===== config.mk =====
export PLATFORM = sky130hd
export DESIGN_NAME = instr_fetch_unit
export DESIGN_NICKNAME = d
export VERILOG_FILES = /design/src/rtl/instr_fetch_unit_pkg.sv /design/src/rtl/instr_fetch_unit_fetch_fifo.sv /design/src/rtl/instr_fetch_unit.sv
export SDC_FILE = /design/constraint.sdc
export NUM_CORES = 1
export LEC_CHECK = 0
export ABC_CLOCK_PERIOD_IN_PS = 7590
export CAP_MARGIN = 20
export CELL_PAD_IN_SITES_DETAIL_PLACEMENT = 0
export CELL_PAD_IN_SITES_GLOBAL_PLACEMENT = 1
export CORE_MARGIN = 1
export CORE_UTILIZATION = 48
export CTS_BUF_LIST = sky130_fd_sc_hd__clkbuf_8
export CTS_CLUSTER_SIZE = 14
export DETAILED_ROUTE_END_ITERATION = 16
export GPL_TIMING_DRIVEN = 1
export PLACE_DENSITY = 0.91
export SLEW_MARGIN = 0
export SYNTH_ARGS = -nofsm -noshare
export SYNTH_HDL_FRONTEND = slang
export SYNTH_SLANG_ARGS = --single-unit

===== constraint.sdc =====
create_clock -name i_clk -period 7.59 [get_ports i_clk]
set_input_delay 1.8975 -clock i_clk [delete_from_list [all_inputs] [get_ports i_clk]]
set_output_delay 1.8975 -clock i_clk [all_outputs]
set_load 0.01 [all_outputs]

===== src/rtl/instr_fetch_unit_pkg.sv =====
// Shared definitions for the instruction fetch unit.
//   RESET_PC_DEFAULT : default first fetch address after reset
//   FAULT_INSTR      : instruction word presented with a misaligned-target fault
//   fetch_state_e    : fetch FSM states (normal fetch / misaligned-target fault)
package instr_fetch_unit_pkg;

    localparam logic [31:0] RESET_PC_DEFAULT = 32'h0000_0000;
    localparam logic [31:0] FAULT_INSTR      = 32'h0000_0000;

    typedef enum logic {
        StRun,
        StFault
    } fetch_state_e;

endpackage


===== src/rtl/instr_fetch_unit_fetch_fifo.sv =====
// In-order prefetch FIFO between instruction memory responses and decode.
// Ports:
//   i_clk, i_rst_n : clock, asynchronous active-low reset
//   i_flush        : discard all entries (wins over push/pop)
//   i_push, i_data : write one word
//   i_pop          : drop the head entry (ignored when empty)
//   o_data         : head entry
//   o_empty        : no entries held
//   o_count        : number of entries held (0..DEPTH)
module instr_fetch_unit_fetch_fifo #(
    parameter int unsigned DEPTH = 4,
    parameter int unsigned WIDTH = 32,
    localparam int unsigned AW   = $clog2(DEPTH),
    localparam int unsigned CW   = $clog2(DEPTH + 1)
) (
    input  logic             i_clk,
    input  logic             i_rst_n,
    input  logic             i_flush,
    input  logic             i_push,
    input  logic [WIDTH-1:0] i_data,
    input  logic             i_pop,
    output logic [WIDTH-1:0] o_data,
    output logic             o_empty,
    output logic [CW-1:0]    o_count
);

    localparam logic [CW-1:0] FULL_C = CW'(DEPTH);

    logic [WIDTH-1:0] r_mem [DEPTH];
    logic [AW-1:0]    r_wr_ptr;
    logic [AW-1:0]    r_rd_ptr;
    logic [CW-1:0]    r_count;
    logic             w_push;
    logic             w_pop;

    assign w_push  = i_push && (r_count != FULL_C);
    assign w_pop   = i_pop && (r_count != '0);
    assign o_data  = r_mem[r_rd_ptr];
    assign o_empty = (r_count == '0);
    assign o_count = r_count;

    always_ff @(posedge i_clk or negedge i_rst_n) begin
        if (!i_rst_n) begin
            r_wr_ptr <= '0;
            r_rd_ptr <= '0;
            r_count  <= '0;
        end else if (i_flush) begin
            r_wr_ptr <= '0;
            r_rd_ptr <= '0;
            r_count  <= '0;
        end else begin
            if (w_push) begin
                r_wr_ptr <= r_wr_ptr + AW'(1);
            end
            if (w_pop) begin
                r_rd_ptr <= r_rd_ptr + AW'(1);
            end
            case ({w_push, w_pop})
                2'b10:   r_count <= r_count + CW'(1);
                2'b01:   r_count <= r_count - CW'(1);
                default: r_count <= r_count;
            endcase
        end
    end

    // Storage carries no reset; validity is tracked by r_count alone.
    always_ff @(posedge i_clk) begin
        if (w_push && !i_flush) begin
            r_mem[r_wr_ptr] <= i_data;
        end
    end

endmodule


===== src/rtl/instr_fetch_unit.sv =====
// Instruction fetch stage: sequential PC generation, credit-limited requests to
// instruction memory, in-order prefetch buffering, redirect with stale-response
// discard, and misaligned-redirect fault reporting.
// Ports:
//   i_clk, i_rst_n            : clock, asynchronous active-low reset
//   o_imemReq/o_imemAddr      : fetch request and word-aligned address
//   i_imemGnt                 : request accepted this cycle
//   i_imemRvalid/i_imemRdata  : in-order response
//   i_redirect/i_redirectPc   : flush and restart fetch at the target
//   o_valid/i_ready           : decode handshake for the head entry
//   o_instr/o_pc/o_misaligned : head entry contents
module instr_fetch_unit
    import instr_fetch_unit_pkg::*;
#(
    parameter logic [31:0] RESET_PC = RESET_PC_DEFAULT,
    parameter int unsigned DEPTH    = 4
) (
    input  logic        i_clk,
    input  logic        i_rst_n,
    output logic        o_imemReq,
    output logic [31:0] o_imemAddr,
    input  logic        i_imemGnt,
    input  logic        i_imemRvalid,
    input  logic [31:0] i_imemRdata,
    input  logic        i_redirect,
    input  logic [31:0] i_redirectPc,
    output logic        o_valid,
    input  logic        i_ready,
    output logic [31:0] o_instr,
    output logic [31:0] o_pc,
    output logic        o_misaligned
);

    localparam int unsigned CW      = $clog2(DEPTH + 1);
    localparam logic [CW:0] DEPTH_C = (CW + 1)'(DEPTH);

    fetch_state_e  r_state;
    logic [31:0]   r_fpc;
    logic [31:0]   r_head_pc;
    logic [CW-1:0] r_inflight;
    logic [CW-1:0] r_drop_cnt;
    logic          r_fault_done;

    logic [CW-1:0] w_occ;
    logic          w_empty;
    logic [31:0]   w_head_word;
    logic          w_credit;
    logic          w_gnt;
    logic          w_drop;
    logic          w_push;
    logic          w_pop;
    logic          w_fault_valid;
    logic [CW-1:0] w_inflight_nxt;
    logic [CW-1:0] w_drop_nxt;

    // Credit counts outstanding requests plus buffered words so a response
    // always has a FIFO slot waiting for it.
    assign w_credit   = ({1'b0, r_inflight} + {1'b0, w_occ}) < DEPTH_C;
    // i_rst_n gating lets the first request go out in the first cycle after
    // reset release and drops the request immediately on a mid-stream reset.
    assign o_imemReq  = i_rst_n && (r_state == StRun) && !i_redirect && w_credit;
    assign o_imemAddr = r_fpc;
    assign w_gnt      = o_imemReq && i_imemGnt;

    assign w_drop        = i_imemRvalid && (r_drop_cnt != '0);
    assign w_push        = i_imemRvalid && !w_drop && (r_state == StRun);
    assign w_fault_valid = (r_state == StFault) && (r_drop_cnt == '0) && !r_fault_done;

    assign o_valid      = (r_state == StRun) ? !w_empty : w_fault_valid;
    assign o_instr      = ((r_state == StRun) && !w_empty) ? w_head_word : FAULT_INSTR;
    assign o_pc         = r_head_pc;
    assign o_misaligned = w_fault_valid;
    assign w_pop        = o_valid && i_ready && !i_redirect;

    always_comb begin
        w_inflight_nxt = r_inflight;
        if (w_gnt && !i_imemRvalid) begin
            w_inflight_nxt = r_inflight + CW'(1);
        end else if (!w_gnt && i_imemRvalid && (r_inflight != '0)) begin
            w_inflight_nxt = r_inflight - CW'(1);
        end
    end

    // On redirect every outstanding response is stale, including one arriving
    // in the redirect cycle itself (which is discarded directly).
    always_comb begin
        w_drop_nxt = r_drop_cnt;
        if (i_redirect) begin
            w_drop_nxt = (i_imemRvalid && (r_inflight != '0)) ? r_inflight - CW'(1)
                                                               : r_inflight;
        end else if (w_drop) begin
            w_drop_nxt = r_drop_cnt - CW'(1);
        end
    end

    always_ff @(posedge i_clk or negedge i_rst_n) begin
        if (!i_rst_n) begin
            r_state      <= StRun;
            r_fpc        <= RESET_PC;
            r_head_pc    <= RESET_PC;
            r_inflight   <= '0;
            r_drop_cnt   <= '0;
            r_fault_done <= 1'b0;
        end else begin
            r_inflight <= w_inflight_nxt;
            r_drop_cnt <= w_drop_nxt;
            if (i_redirect) begin
                r_fpc        <= i_redirectPc;
                r_head_pc    <= i_redirectPc;
                r_fault_done <= 1'b0;
                r_state      <= (i_redirectPc[1:0] != 2'b00) ? StFault : StRun;
            end else begin
                if (w_gnt) begin
                    r_fpc <= r_fpc + 32'd4;
                end
                case (r_state)
                    StRun: begin
                        if (w_pop) begin
                            r_head_pc <= r_head_pc + 32'd4;
                        end
                    end
                    StFault: begin
                        // The fault entry is shown once; afterwards wait for a redirect.
                        if (w_pop) begin
                            r_fault_done <= 1'b1;
                        end
                    end
                    default: ;
                endcase
            end
        end
    end

    instr_fetch_unit_fetch_fifo #(
        .DEPTH (DEPTH),
        .WIDTH (32)
    ) u_fifo (
        .i_clk   (i_clk),
        .i_rst_n (i_rst_n),
        .i_flush (i_redirect),
        .i_push  (w_push),
        .i_data  (i_imemRdata),
        .i_pop   (w_pop),
        .o_data  (w_head_word),
        .o_empty (w_empty),
        .o_count (w_occ)
    );

endmodule


[Word-level counts from Yosys, hierarchy flattened]
Memory sizes are Yosys's and may differ from the RTL's.
Index checks and enable logic that the tools add are counted.
Cells by class
  add/subtract/negate cells: 10
  $lt $le $gt $ge: 1
  eq/ne operators: 4
  mux-type cells: 24
  bitwise logic cells: 1
  reduce and logical (&&, ||, !) cells: 41
Operators with widths (count)
  32-bit two-way mux: 6
  32-bit by 3-bit adder with 32-bit output, second input constant: 2
  1-bit logical AND: 19
  3-bit two-way mux: 6
  2-bit nonzero test: 8
  3-bit nonzero test: 4
  3-bit by 1-bit subtractor with 3-bit output, second input constant: 3
  2-bit two-way mux: 4
  1-bit two-way mux: 7
  3-bit by 1-bit adder with 3-bit output, second input constant: 2
  1-bit logical NOT: 6
  3-bit logical NOT: 2
  3-bit case mux with 2 select lines: 1
  2-bit by 1-bit adder with 2-bit output, second input constant: 2
  3-bit by 3-bit adder with 4-bit output: 1
  4-bit by 3-bit < comparator with 1-bit output, second input constant: 1
  2-bit AND reduction: 2
  3-bit inequality test, second input constant: 1
  2-bit by 1-bit equality test with 1-bit output, second input constant: 1
  2-bit equality test, second input constant: 1
  2-bit inequality test, second input constant: 1
  1-bit NOT: 1
Storage, ports and cells
  register bits after elaboration: 79
  bits in writable memories: 128
  input port bits: 70
  output and inout port bits: 99
  logic and storage cells: 91
  memories: 1
Memories
  u_fifo.r_mem: words 4, width 32, read ports 1, clocked after Yosys merged registers in 0, wr ports 1, line instr_fetch_unit_fetch_fifo.sv:29  | logic [WIDTH-1:0] r_mem [DEPTH];

[Longest topological paths before layout]
  depth in word-level cells: 10
  gate-level depth with buffers: 10
  mapped depth without buffers: 9

[Cells and area by module]
Synthesis repeated with hierarchy kept, for this count alone.
Second synthesis, totals
  cells, all modules: 731
  area total of the unflattened synthesis: 9653.0 um^2
By module, submodules not included
  instr_fetch_unit_fetch_fifo: instances 1, cells each 234, area an instance 5262.5 um^2, seq. area each 4018.9 um^2
  instr_fetch_unit: instances 1, cells each 497, area an instance 4390.5 um^2, seq. area each 1801.7 um^2

[Least setup slack after synthesis]
No wires, ideal clock.
  path kind: input to output
  from: input i_redirect
  to: output o_imemReq
  arrival time: 2509 ps
  data required time: 5693 ps
  slack: 3184 ps
  stages on the path: 3
  path buffers: 1
  path through: buf_2 > a311oi_2 > and2_1
Between the ends
  word-level cells in the longest chain between the ends: 3
Ends and longest elaborated chain
  start, declared: line instr_fetch_unit.sv:25  | input logic i_redirect,
  1-bit logical NOT: line instr_fetch_unit.sv:61  | assign o_imemReq = i_rst_n && (r_state == StRun) && !i_redirect && w_credit;
  1-bit logical AND (2 in a row): line instr_fetch_unit.sv:61
  end, declared: line instr_fetch_unit.sv:20  | output logic o_imemReq,
Every way passes these cells.

[Final worst setup path]
  from: input i_rst_n
  to: output o_imemReq
Between the ends
  word-level cells in the longest chain between the ends: 3
Ends and longest elaborated chain
  start, declared: line instr_fetch_unit.sv:19  | input logic i_rst_n,
  1-bit logical AND (3 in a row): line instr_fetch_unit.sv:61
Every way passes these cells.

==> parameters.txt <==
Parameter                              Value

Outcome
  Outcome    finished clean

STA
  Setup-failing EPs final    0
  Final Hold Fails    0
  Max Clk Rate    between 0.15 and 0.2 GHz
  Setup repair after global routing missed its margin    false
  Final Critical Period    around 5300 ps
  Part of the cycle the worst path needs    0.6985
  Setup_tns    0 ps
  Hold slack final    516.0 ps
  Worst rel slew slack    0.4111
  Worst clock skew on the final layout    ~30 ps
  Max Transition Viols Final    0
  Worst-Margin Slew    around 880 ps

Detailed routing
  Post-detailed-route wirelength per cell    between 15 and 20 um
  Number of design-rule violations left by the first detailed-router iteration    412
  Via count    about 6400
  Detailed Route WL    21900 um
  Remaining DRCs    0
  Vias per inst    around 5.5
  Post-route ant nets    0
  Detailed Routing Iterations Pass 1    5

Global routing
  Vias in the first global route    around 6300
  Global Route Usage Sum    0.2218
  Global-route wire length before repair    approximately 34000 um
  Largest net degree at the start of global routing    just over 70
  Overall overflow remaining after global route    0
  Initial antenna violation count    1

Critical path
  Nature of the critical path endpoint    output pin
  Crit Path Class    in -> out
  Arrival time reported for the critical path endpoint    ~3400 ps
  Required time of the critical path    5690 ps
  Critical-path top delay cell    sky130_fd_sc_hd__nor4b_1
  Delay of the slowest critical-path stage    ~550 ps
  Cell depth of the worst setup path    4
  WP buf/inv    2
  Number of cells on the worst reg-to-reg path    6
  Category of the worst setup path launch point    input port
  Highest fanout seen on the critical path    14
  R2r setup slk    around 4800 ps
  Crit path max-delay family    simple AND/OR/NAND/NOR gates
  Critical-path cell list    buf_4, nor4b_1, and2_1, clkdlybuf4s50_1

Finish
  Most common cell after layout, fill and taps aside    sky130_fd_sc_hd__clkdlybuf4s50_1
  Seq. cell area    ~5800 um^2
  Area growth, synth to finish    27.29%
  FILL cells    approximately 1400
  Nets@finish    960
  Area of the multi-input gates    3386 um^2
  Most used cells in the layout excluding fill and tap cells    166 x sky130_fd_sc_hd__clkdlybuf4s50_1, 128 x sky130_fd_sc_hd__edfxtp_1, 77 x sky130_fd_sc_hd__dfrtp_1
  Share of post-route cells with drive strength above 1    0.1265

Yosys
  Combined area of all synthesized cells    approximately 9400 um^2
  Post-Synthesis Mean Instance Area    13.51 um^2
  Flip-flop and latch count after synthesis    207
  Synth Instances    approximately 700
  Synthesis warning total    0
  Number of enable-type register cells in the synthesized netlist    about 130
  Share of async-settable or async-resettable flops after synthesis    0.3816
  Prevailing post-synth register cell    sky130_fd_sc_hd__edfxtp_1
  Synthesized Nets    between 700 and 800
  Post-synth cell types    59
  Sequential area share after synthesis    0.6171

Worst hold path
  Worst hold path stage count    2
  Hold Crit Class    reg -> reg

Clock network
  Max Buffers Root-to-Sink    3
  Number of buffers added by the clock tree synthesis step    35
  Master cell of the clock root buffer    sky130_fd_sc_hd__clkbuf_8
  Number of gates given a new drive strength after cts    0
  TritonCTS clock tree    yes
  # H-tree levels    2
  Setup repair bufs after CTS    0
  Clock sink count    207
  Hold Buf Count CTS    0
  Clock-pin slew on the worst setup and hold paths    roughly 60 ps
  Source-to-sink clock delay at the later pin of the worst-skew pair    530 ps

Placed design
  Final estimated routing congestion in global placement    ~0.83
  Number of buffers added on ports    168
  Placed wire-length estimate after detailed placement    14410 um

Power and ir drop
  Overall power after layout    about 2.6 mW
  Pwr per Cell Area    between 200 and 250 nW/um^2
  Static leakage    around 4.3 nW
  Maximum vdd drop    about 0.15 mV

Floorplanning
  I/O Pins    roughly 170
  Area of the die    between 20000 and 25000 um^2
  Cell Rows    50
  Die width    142.2 um
  Initial core utilization    0.4976
  Core ar.    18960 um^2
  Die Height    142.2 um

Run
  Max Cap Viol    0
-- path summary, 6_finish.rpt --
path | start | to
max | i_rst_n | o_imemReq
min in group asynchronous | i_rst_n | o_pc[18]
min | r_fault_done | r_fault_done
max in group asynchronous | i_rst_n | u_fifo.r_rd_ptr[0]
min reg2reg | r_fault_done | r_fault_done
max reg2reg | r_inflight[2] | o_imemAddr[10]
-- state kept, by name, summed over array words and instances (netlist names) --
register / flops
o_imemAddr: 32
o_pc: 32
r_drop_cnt: 3
r_fault_done: 1
r_inflight: 3
r_state: 1
u_fifo.o_count: 3
u_fifo.r_mem: 128
u_fifo.r_rd_ptr: 2
u_fifo.r_wr_ptr: 2
-- tightest hold or removal path, delay by kind of cell (launching register included) --
family          cells  cell delay [ps]
simple gates        1               90
compound gates      1               50
flops               1              340
-- cell families (layout without fill, tap and decap cells) --
logic type      count (synthesis)  in the layout  synth area share
fa+ha+maj                      14             14           0.01937
compound gates                102            102           0.07204
mux                            46             46           0.09247
xor+xnor                       39             39           0.03622
flops                         207            207            0.6171
buf+inv                        56            259           0.02414
other cells                     0              1                 0
simple gates                  234            234            0.1386
-- synthesized netlist by cell type (3+ instances only) --
cell,count,area [um^2]
sky130_fd_sc_hd__edfxtp_1,128,3844
sky130_fd_sc_hd__dfrtp_1,79,1977
sky130_fd_sc_hd__nand2_1,50,187.7
sky130_fd_sc_hd__and2_1,40,250.2
sky130_fd_sc_hd__mux4_2,32,720.7
sky130_fd_sc_hd__nor2_1,31,116.4
sky130_fd_sc_hd__o21ai_0,31,155.2
sky130_fd_sc_hd__nand3_1,29,145.1
sky130_fd_sc_hd__clkbuf_1,22,82.58
sky130_fd_sc_hd__inv_1,20,75.07
sky130_fd_sc_hd__nand4_1,20,125.1
sky130_fd_sc_hd__xor2_1,20,175.2
sky130_fd_sc_hd__xnor2_1,19,166.4
sky130_fd_sc_hd__o311ai_0,14,122.6
sky130_fd_sc_hd__a21oi_1,13,65.06
sky130_fd_sc_hd__ha_1,13,162.7
sky130_fd_sc_hd__and3_1,12,75.07
sky130_fd_sc_hd__o211ai_1,12,90.09
sky130_fd_sc_hd__nor3_1,11,55.05
sky130_fd_sc_hd__mux2_2,9,101.4
sky130_fd_sc_hd__buf_2,8,40.04
sky130_fd_sc_hd__a31oi_1,7,43.79
sky130_fd_sc_hd__nand2b_1,6,37.54
sky130_fd_sc_hd__o21ai_1,6,30.03
sky130_fd_sc_hd__or3_1,6,37.54
sky130_fd_sc_hd__a21boi_0,5,37.54
sky130_fd_sc_hd__and4_1,5,43.79
sky130_fd_sc_hd__mux2i_1,5,50.05
sky130_fd_sc_hd__buf_1,3,11.26
sky130_fd_sc_hd__nor4_1,3,18.77
sky130_fd_sc_hd__nor4_2,3,37.54
sky130_fd_sc_hd__o311ai_1,3,26.28
-- metal layers --
layer,share of wire,GRT usage,up-vias
met1,0.45,0.3089,3170
met5,0,0,-
li1,-,-,3028
met3,0.059,0.04307,34
met4,0.021,0.07470,0
met2,0.47,0.3504,205
-- through the flow --
step	util	instances	worst slack, ps	instance area, um^2
after floorplan	-	698	3184	9432
after global placement	0.5986	1099	2310	11350
after detailed placement	0.5986	1099	2281	11350
after CTS	0.6332	1161	2268	12000
after global routing	0.6333	1162	2208	12010
final	0.6333	1162	2289	12010
-- report_power, final --
group,internal [mW],leakage (nW),switching (mW),total [mW]
Clock,0.490,0.364,0.440,0.930
Combinational,0.183,1.82,0.170,0.353
Sequential,1.25,2.10,0.0706,1.32
Total,1.93,4.29,0.680,2.61
-- cell type report --
type,instances,share of cell area
multi-input combinational,435,0.2820
inverter,21,0.006566
sequential,207,0.4850
timing repair buffer,176,0.1444
tap,260,0.02710
clock inverter,25,0.01219
clock buffer,37,0.04242
antenna,1,0.0002084
Power figures use the tool's default switching activity.
